===== config.mk =====
export PLATFORM = sky130hd
export DESIGN_NAME = uart_rx
export DESIGN_NICKNAME = d
export VERILOG_FILES = /design/src/rtl/uart_rx.sv
export SDC_FILE = /design/constraint.sdc
export NUM_CORES = 1
export LEC_CHECK = 0
export ABC_AREA = 1
export CAP_MARGIN = 20
export CORE_MARGIN = 5
export CORE_UTILIZATION = 60
export DETAILED_ROUTE_END_ITERATION = 7
export PLACE_DENSITY = 0.85
export SYNTH_ARGS = -nofsm -noshare
export SYNTH_HDL_FRONTEND = slang
export SYNTH_SLANG_ARGS = --single-unit

===== constraint.sdc =====
create_clock -name clock -period 2.6 [get_ports clock]
set_clock_uncertainty 0.2 [all_clocks]
set_input_delay 0.52 -clock clock [delete_from_list [all_inputs] [get_ports clock]]
set_output_delay 0.52 -clock clock [all_outputs]
set_load 0.01 [all_outputs]

===== src/rtl/uart_rx.sv =====
`timescale 1ns/1ps
// uart_rx
//   Asynchronous serial receiver. Frames are 1 start bit (low), PAYLOAD_BITS
//   data bits sent LSB first, and 1 stop bit (high), with no parity. The line is
//   oversampled with the system clock, and each bit is sampled at its centre.
//
// Ports
//   clock             system clock, rising edge
//   reset             asynchronous, active-high reset
//   io_i_serial_data  serial line, idle high, asynchronous to clock
//   io_o_rx_done      one-cycle pulse: a valid frame was received and
//                     io_o_data was updated in that cycle
//   io_o_data         last correctly received word, held until the next valid
//                     frame arrives
module uart_rx #(
  parameter int unsigned BIT_RATE     = 115200,
  parameter int unsigned CLK_FREQ     = 16000000,
  parameter int unsigned PAYLOAD_BITS = 8
) (
  input  logic                    clock,
  input  logic                    reset,
  input  logic                    io_i_serial_data,
  output logic                    io_o_rx_done,
  output logic [PAYLOAD_BITS-1:0] io_o_data
);

  localparam int unsigned CLKS_PER_BIT = CLK_FREQ / BIT_RATE;
  localparam int unsigned HALF_BIT     = CLKS_PER_BIT / 2;
  localparam int unsigned CNT_W        = $clog2(CLKS_PER_BIT) + 1;
  localparam int unsigned IDX_W        = $clog2(PAYLOAD_BITS) + 1;

  localparam logic [CNT_W-1:0] HALF_LAST = CNT_W'(HALF_BIT - 1);
  localparam logic [CNT_W-1:0] BIT_LAST  = CNT_W'(CLKS_PER_BIT - 1);
  localparam logic [IDX_W-1:0] IDX_LAST  = IDX_W'(PAYLOAD_BITS - 1);

  typedef enum logic [2:0] {
    IDLE,
    START,
    DATA,
    STOP,
    WAIT_HI
  } state_t;

  state_t                  state, state_nxt;
  logic [CNT_W-1:0]        clk_cnt, clk_cnt_nxt;
  logic [IDX_W-1:0]        bit_idx, bit_idx_nxt;
  logic [PAYLOAD_BITS-1:0] shift_reg, shift_nxt;
  logic [PAYLOAD_BITS-1:0] data_nxt;
  logic                    done_nxt;
  logic                    sync_1, rx_s;

  // Two-flop synchronizer. The flops reset to 1 so that reset looks like an
  // idle line rather than a start bit.
  always_ff @(posedge clock or posedge reset) begin
    if (reset) begin
      sync_1 <= 1'b1;
      rx_s   <= 1'b1;
    end else begin
      sync_1 <= io_i_serial_data;
      rx_s   <= sync_1;
    end
  end

  always_ff @(posedge clock or posedge reset) begin
    if (reset) begin
      state        <= IDLE;
      clk_cnt      <= '0;
      bit_idx      <= '0;
      shift_reg    <= '0;
      io_o_data    <= '0;
      io_o_rx_done <= 1'b0;
    end else begin
      state        <= state_nxt;
      clk_cnt      <= clk_cnt_nxt;
      bit_idx      <= bit_idx_nxt;
      shift_reg    <= shift_nxt;
      io_o_data    <= data_nxt;
      io_o_rx_done <= done_nxt;
    end
  end

  always_comb begin
    state_nxt   = state;
    clk_cnt_nxt = clk_cnt;
    bit_idx_nxt = bit_idx;
    shift_nxt   = shift_reg;
    data_nxt    = io_o_data;
    done_nxt    = 1'b0;

    unique case (state)
      IDLE: begin
        clk_cnt_nxt = '0;
        bit_idx_nxt = '0;
        if (!rx_s) state_nxt = START;
      end

      // Recheck the line at the middle of the start bit. This rejects glitches
      // shorter than half a bit.
      START: begin
        if (clk_cnt == HALF_LAST) begin
          clk_cnt_nxt = '0;
          state_nxt   = rx_s ? IDLE : DATA;
        end else begin
          clk_cnt_nxt = clk_cnt + CNT_W'(1);
        end
      end

      DATA: begin
        if (clk_cnt == BIT_LAST) begin
          clk_cnt_nxt = '0;
          for (int unsigned i = 0; i < PAYLOAD_BITS; i++) begin
            if (bit_idx == IDX_W'(i)) shift_nxt[i] = rx_s;
          end
          if (bit_idx == IDX_LAST) begin
            bit_idx_nxt = '0;
            state_nxt   = STOP;
          end else begin
            bit_idx_nxt = bit_idx + IDX_W'(1);
          end
        end else begin
          clk_cnt_nxt = clk_cnt + CNT_W'(1);
        end
      end

      // The FSM leaves at mid-stop-bit so that a start bit directly after the
      // stop bit is not missed.
      STOP: begin
        if (clk_cnt == BIT_LAST) begin
          clk_cnt_nxt = '0;
          if (rx_s) begin
            data_nxt  = shift_reg;
            done_nxt  = 1'b1;
            state_nxt = IDLE;
          end else begin
            state_nxt = WAIT_HI;
          end
        end else begin
          clk_cnt_nxt = clk_cnt + CNT_W'(1);
        end
      end

      // After a framing error, wait for the line to return high. This stops a
      // break condition from being read as a stream of start bits.
      WAIT_HI: begin
        clk_cnt_nxt = '0;
        bit_idx_nxt = '0;
        if (rx_s) state_nxt = IDLE;
      end

      default: state_nxt = IDLE;
    endcase
  end

endmodule


==> results.sh, run 1 <==
export IMPL_postCtsSetupBuffers=0
export IMPL_grt_pass1_vias=1539
export IMPL_cp_cell_sequence="inv_1 > ha_1 > nand2_1 > nor2_2 > nand2_4 > nor3_4 > o21ai_0"
export IMPL_place_ws_ns=0.589
export IMPL_grt_pass1_wl_um=6580
export IMPL_viasPerCell=5.44
export IMPL_synth_top_area_share=0.445
export IMPL_worst_skew_pair_late_latency_ns=0.34
export IMPL_dp_cells=278
export IMPL_ant_nets=0
export IMPL_synth_top_family_by_area="simple AND/OR/NAND/NOR gates"
export IMPL_path_max_fanout=17
export IMPL_cp_num_buf_inv=1
export IMPL_combPwrFrac=0.019
export IMPL_synth_most_common_cell="nand2_1"
export IMPL_holdCritStartpoint="sync_1"
export IMPL_worstSetupPathType="flop to flop"
export IMPL_p_leak_nw=1.02
export IMPL_clock_sinks=35
export IMPL_switching_share=0.203
export IMPL_grt_total_usage=0.202
export IMPL_placed_cell_area_um2=2000
export IMPL_overflow=0
export IMPL_relSlewSlack=0.610
export IMPL_crit_family="simple AND/OR/NAND/NOR gates"
export IMPL_vias=1557
export IMPL_ys_top_cells_by_count="53 x nand2_1, 35 x inv_1, 33 x dfrtp_1, 24 x o21ai_0, 23 x nor2_1"
export IMPL_synth_compound_area_frac=0.105
export IMPL_fin_area_um2=2090
export IMPL_maxCapViolations=0
export IMPL_yosys_area_top_type="dfrtp_1"
export IMPL_cts_tree="done"
export IMPL_p_clk_frac=0.421
export IMPL_die_area_um2=4310
export IMPL_floorplan_initialDensity=0.618
export IMPL_insertedDiodeCount=0
export IMPL_path_depth=7
export IMPL_worst_pin_slew_ns=0.584
export IMPL_end_kind="flop"
export IMPL_ys_warn_count=0
export IMPL_ys_async_sr_fraction=1.00
export IMPL_row_count=20
export IMPL_drive_above_1_share=0.103
export IMPL_fin_crit_sh=0.770
export IMPL_first_pass_iters=4
export IMPL_report_final_slew_viol_count=0
export IMPL_setup_slack_ns=0.598
export IMPL_cts_resized=0
export IMPL_htreeDepth=2
export IMPL_die_y_um=65.6
export IMPL_numCtsBuffers=5
export IMPL_syn_area_um2=1860
export IMPL_area_growth_pct=12.4
export IMPL_io_pins=12
export IMPL_p_int_w=0.000778
export IMPL_synth_distinct_cells=27
export IMPL_grt_max_degree=36
export IMPL_design_final_nets=262
export IMPL_synth_simple_gate_area_frac=0.281
export IMPL_ir_worst_vdd_v=0.000484
export IMPL_fmax_mhz=499
export IMPL_rsz0062_at_grt="false"
export IMPL_port_buffers=11
export IMPL_synth_edf_count=0
export IMPL_hold_path_endpoint="rx_s"
export IMPL_cts_hold_buf=0
export IMPL_ys_seq_area_frac=0.473
export IMPL_powerDensity_nw_per_um2=468
export IMPL_wl_per_cell_um=12.7
export IMPL_synthXorXnorAreaFrac=0.00472
export IMPL_first_iter_violations=59
export IMPL_path_clk_slew_ns=0.11
export IMPL_postRouteWirelength_um=3630
export IMPL_p_switching_w=0.000198
export IMPL_gp_congestion=0.900
export IMPL_synthCells=235
export IMPL_hold_depth=0
export IMPL_syn_num_nets=245
export IMPL_setup_viol=0
export IMPL_startpoint_type="flop"
export IMPL_root_buffer="clkbuf_4"
export IMPL_die_w_um=65.6
export IMPL_status="completed"
export IMPL_hold_ws_ns=0.163
export IMPL_avgSynthCellArea_um2=7.90
export IMPL_design_core_area_um2=3000
export IMPL_grt_antenna_before_repair=0
export IMPL_r2r_cells=7
export IMPL_timing_rr_end="io_o_data[4]"
export IMPL_drc=0
export IMPL_synth_seq_cells=35
export IMPL_rrSetupSlack_ns=0.60
export IMPL_r2r_start="clk_cnt[1]"
export IMPL_sequentialPowerShare=0.561
export IMPL_synth_area_top_cells="dfrtp_1 44%, nand2_1 11%, inv_1 7.1%"
export IMPL_finalHoldViolCount=0
export IMPL_synthMuxAreaShare=0
export IMPL_ctsLongestPathBuffers=2
export IMPL_dp_hpwl_um=2630
export IMPL_setup_tns_ns=0
export IMPL_timing_final_crit_period_ns=2.00
export IMPL_synth_adder_area_share=0.0472
export IMPL_largest_register_ffs=9
export IMPL_stdcell_count=286
export IMPL_cp_arrival_ns=2.01
export IMPL_min_path_type="flop to flop"
export IMPL_required_ns=2.61
export IMPL_cpPeakStageDelay_ns=0.52
export IMPL_yosys_most_used_dff="dfrtp_1"
export IMPL_slowest_stage="nor3_4"
[layer usage]
metal,track usage,vias to the layer above,wire length [µm]
li1,-,781,-
met1,0.215,724,1530
met2,0.353,39,1860
met3,0.0598,13,139
met4,0.111,0,102
met5,0,-,0
[cell families after synthesis]
group,Yosys count
adders and majority gates,7
DFF,35
xor gates and xnor gates,1
and+or+nand+nor,114
buffers and inverters,42
AOI/OAI and AO/OA,36
[worst reg2reg max path: cells and delay by family (launching register included)]
| family | cells | cell delay, ns |
|---|---|---|
| simple gates | 4 | 0.85 |
| flops | 1 | 0.41 |
| compound gates | 1 | 0.16 |
| fa+ha+maj | 1 | 0.15 |
| buf+inv | 1 | 0.11 |
[per-stage QoR]
| stage | utilization | power [W] |
|---|---|---|
| 2_1_floorplan | - | 0.000569 |
| 6_report | 0.695 | 0.000977 |
| 3_5_place_dp | 0.666 | 0.000577 |
| 3_3_place_gp | 0.666 | 0.000577 |
| 5_1_grt | 0.695 | 0.00102 |
| 4_1_cts | 0.695 | 0.000989 |
[power groups by stage]
| stage | Clock [W] | Sequential [W] | Combinational, W |
|---|---|---|---|
| after global placement | 0 | 0.000558 | 0.0000187 |
| after global routing | 0.000447 | 0.000548 | 0.0000212 |
| final | 0.000411 | 0.000548 | 0.0000182 |
| after detailed placement | 0 | 0.000558 | 0.0000190 |
| after floorplan | 0 | 0.000558 | 0.0000114 |
| after CTS | 0.000422 | 0.000548 | 0.0000190 |
[cells in the final DEF, fill, tap and decap left out, types with 2 or more instances in the layout]
master,count
nand2_1,53
inv_1,35
dfrtp_1,33
o21ai_0,24
nor2_1,23
nand3_1,21
clkdlybuf4s50_1,11
ha_1,7
a21oi_1,6
clkbuf_4,5
inv_2,4
nand4_1,4
nor2_2,3
nor3_1,3
nor2_4,2
o31ai_1,2
a31oi_1,2
dfstp_2,2
[how the worst max path moves through the flow]
| stage | endpoint | start | slack, ns |
|---|---|---|---|
| after floorplan | io_o_data[0] | clk_cnt[1] | 0.87 |
| after global placement | io_o_data[5] | clk_cnt[1] | 0.69 |
| after detailed placement | io_o_data[0] | clk_cnt[1] | 0.59 |
| after CTS | io_o_data[4] | clk_cnt[1] | 0.59 |
| after global routing | io_o_data[5] | clk_cnt[1] | 0.41 |
| final | io_o_data[4] | clk_cnt[1] | 0.60 |
[area by class of cell]
type                       count  area, µm²
sequential                    35        878
inverter                      40        150
fill                         236        916
tap                           33       41.3
timing repair buffer          12        118
clock inverter                 2       35.0
clock buffer                   6       51.3
multi-input combinational    158        813
No activity file was read; power rests on OpenSTA's default activity.
==> run 2, diff against run 1 <==
--- a/config.mk
+++ b/config.mk
@@ -8,9 +8,9 @@
 export ABC_AREA = 1
 export CAP_MARGIN = 20
 export CORE_MARGIN = 5
-export CORE_UTILIZATION = 60
+export CORE_UTILIZATION = 58
 export DETAILED_ROUTE_END_ITERATION = 7
-export PLACE_DENSITY = 0.85
+export PLACE_DENSITY = 0.82
 export SYNTH_ARGS = -nofsm -noshare
 export SYNTH_HDL_FRONTEND = slang
 export SYNTH_SLANG_ARGS = --single-unit
==> constraint.sdc (replaced) <==
create_clock -name clock -period 2.1 [get_ports clock]
set_clock_uncertainty 0.2 [all_clocks]
set_input_delay 0.42 -clock clock [delete_from_list [all_inputs] [get_ports clock]]
set_output_delay 0.42 -clock clock [all_outputs]
set_load 0.01 [all_outputs]
==> run 2 against run 1 <==
Effect of this change:
- sequential cell count is the same
- die area rose by 2.9%
- power is 22% higher
- critical path depth decreased by 6
- register-to-register slack lost 0.29 ns
- clock power grew 19%
- largest cell class unchanged
- highest routed layer unchanged
==> results.sh, run 2 (same netlist as run 1, synthesis figures left out) <==
export IMPL_postCtsSetupBuffers=0
export IMPL_clock_sinks=35
export IMPL_wl_per_cell_um=11.6
export IMPL_drive_above_1_share=0.110
export IMPL_relSlewSlack=0.680
export IMPL_cpPeakStageDelay_ns=0.54
export IMPL_sequentialPowerShare=0.567
export IMPL_port_buffers=11
export IMPL_first_iter_violations=72
export IMPL_dp_hpwl_um=2630
export IMPL_viasPerCell=5.07
export IMPL_io_pins=12
export IMPL_design_final_nets=264
export IMPL_setup_viol=0
export IMPL_power_w=0.00120
export IMPL_regArea_um2=878
export IMPL_p_switching_w=0.000259
export IMPL_multiInputGateArea_um2=813
export IMPL_mostFrequentLayoutCell="nand2_1"
export IMPL_rrSetupSlack_ns=0.31
export IMPL_vias=1517
export IMPL_end_kind="output port"
export IMPL_min_path_type="primary input to asynchronous set/reset pin"
export IMPL_grt_total_usage=0.190
export IMPL_p_leak_nw=1.03
export IMPL_cp_num_buf_inv=1
export IMPL_design_core_area_um2=3050
export IMPL_root_buffer="clkbuf_4"
export IMPL_worst_skew_pair_late_latency_ns=0.36
export IMPL_die_area_um2=4430
export IMPL_timing_final_crit_period_ns=1.88
export IMPL_path_clk_slew_ns=0.11
export IMPL_cts_resized=0
export IMPL_ant_nets=0
export IMPL_largest_register_ffs=9
export IMPL_ir_worst_vdd_v=0.000496
export IMPL_cp_cell_sequence="clkdlybuf4s50_1"
export IMPL_startpoint_type="flop"
export IMPL_grt_antenna_before_repair=0
export IMPL_die_y_um=66.6
export IMPL_ctsLongestPathBuffers=2
export IMPL_numCtsBuffers=5
export IMPL_p_clk_frac=0.410
export IMPL_grt_pass1_vias=1489
export IMPL_insertedDiodeCount=0
export IMPL_grt_pass1_wl_um=6380
export IMPL_required_ns=1.48
export IMPL_hold_ws_ns=0.165
export IMPL_fmax_mhz=531
export IMPL_cts_hold_buf=0
export IMPL_fillers=249
export IMPL_maxCapViolations=0
export IMPL_placed_cell_area_um2=2040
export IMPL_mostFrequentLayoutCells="53 x nand2_1, 35 x inv_1, 33 x dfrtp_1"
export IMPL_worst_pin_slew_ns=0.480
export IMPL_first_pass_iters=4
export IMPL_fin_crit_sh=0.897
export IMPL_report_final_slew_viol_count=0
export IMPL_powerDensity_nw_per_um2=563
export IMPL_setup_slack_ns=0.216
export IMPL_setup_tns_ns=0
export IMPL_floorplan_initialDensity=0.608
export IMPL_rsz0062_at_grt="false"
export IMPL_die_w_um=66.6
export IMPL_cts_tree="done"
export IMPL_fin_area_um2=2120
export IMPL_status="completed"
export IMPL_drc=0
export IMPL_finalHoldViolCount=0
export IMPL_combPwrFrac=0.023
export IMPL_row_count=20
export IMPL_gp_congestion=0.916
export IMPL_postRouteWirelength_um=3470
export IMPL_grt_max_degree=18
export IMPL_slowest_stage="clkdlybuf4s50_1"
export IMPL_worstSetupPathType="flop to output port"
export IMPL_p_int_w=0.000936
export IMPL_htreeDepth=2
export IMPL_path_max_fanout=2
export IMPL_place_ws_ns=0.331
export IMPL_overflow=0
export IMPL_cp_arrival_ns=1.26
export IMPL_crit_family="buffers and inverters"
export IMPL_area_growth_pct=14.4
export IMPL_switching_share=0.217
## run 2: power by group through the flow
stage | clock network, W | registers (W) | logic (W)
after floorplan | 0 | 0.000691 | 0.0000141
after global placement | 0 | 0.000691 | 0.0000280
final | 0.000490 | 0.000678 | 0.0000274
after CTS | 0.000495 | 0.000678 | 0.0000285
after global routing | 0.000541 | 0.000679 | 0.0000313
after detailed placement | 0 | 0.000691 | 0.0000284
## run 2: routing by layer
| layer | wire length, µm | global-route usage |
|---|---|---|
| met3 | 136 | 0.0472 |
| met4 | 94 | 0.0990 |
| met5 | 0 | 0 |
| met1 | 1550 | 0.220 |
| met2 | 1690 | 0.322 |
## run 2: area by class of cell
cell class                 count  share of cell area
clock buffer                   5              0.0177
clock inverter                 3              0.0206
inverter                      40              0.0707
multi-input combinational    158               0.383
sequential                    35               0.414
tap                           44              0.0259
timing repair buffer          14              0.0684
## run 2: worst paths after layout
check	endpoint	start	cells past startpoint
min in group clock	rx_s	sync_1	0
worst max-delay path	io_o_data[0]	io_o_data[0]	1
max in group asynchronous	bit_idx[0]	reset	3
worst min-delay path	clk_cnt[6]	reset	2
worst max register to register	io_o_data[6]	clk_cnt[1]	9
worst min register to register	rx_s	sync_1	0
## run 2: through the flow
stage               instances   util
floorplan                 235      -
global placement          291  0.669
detailed placement        291  0.669
CTS                       299  0.695
global route              299  0.695
finish                    299  0.695
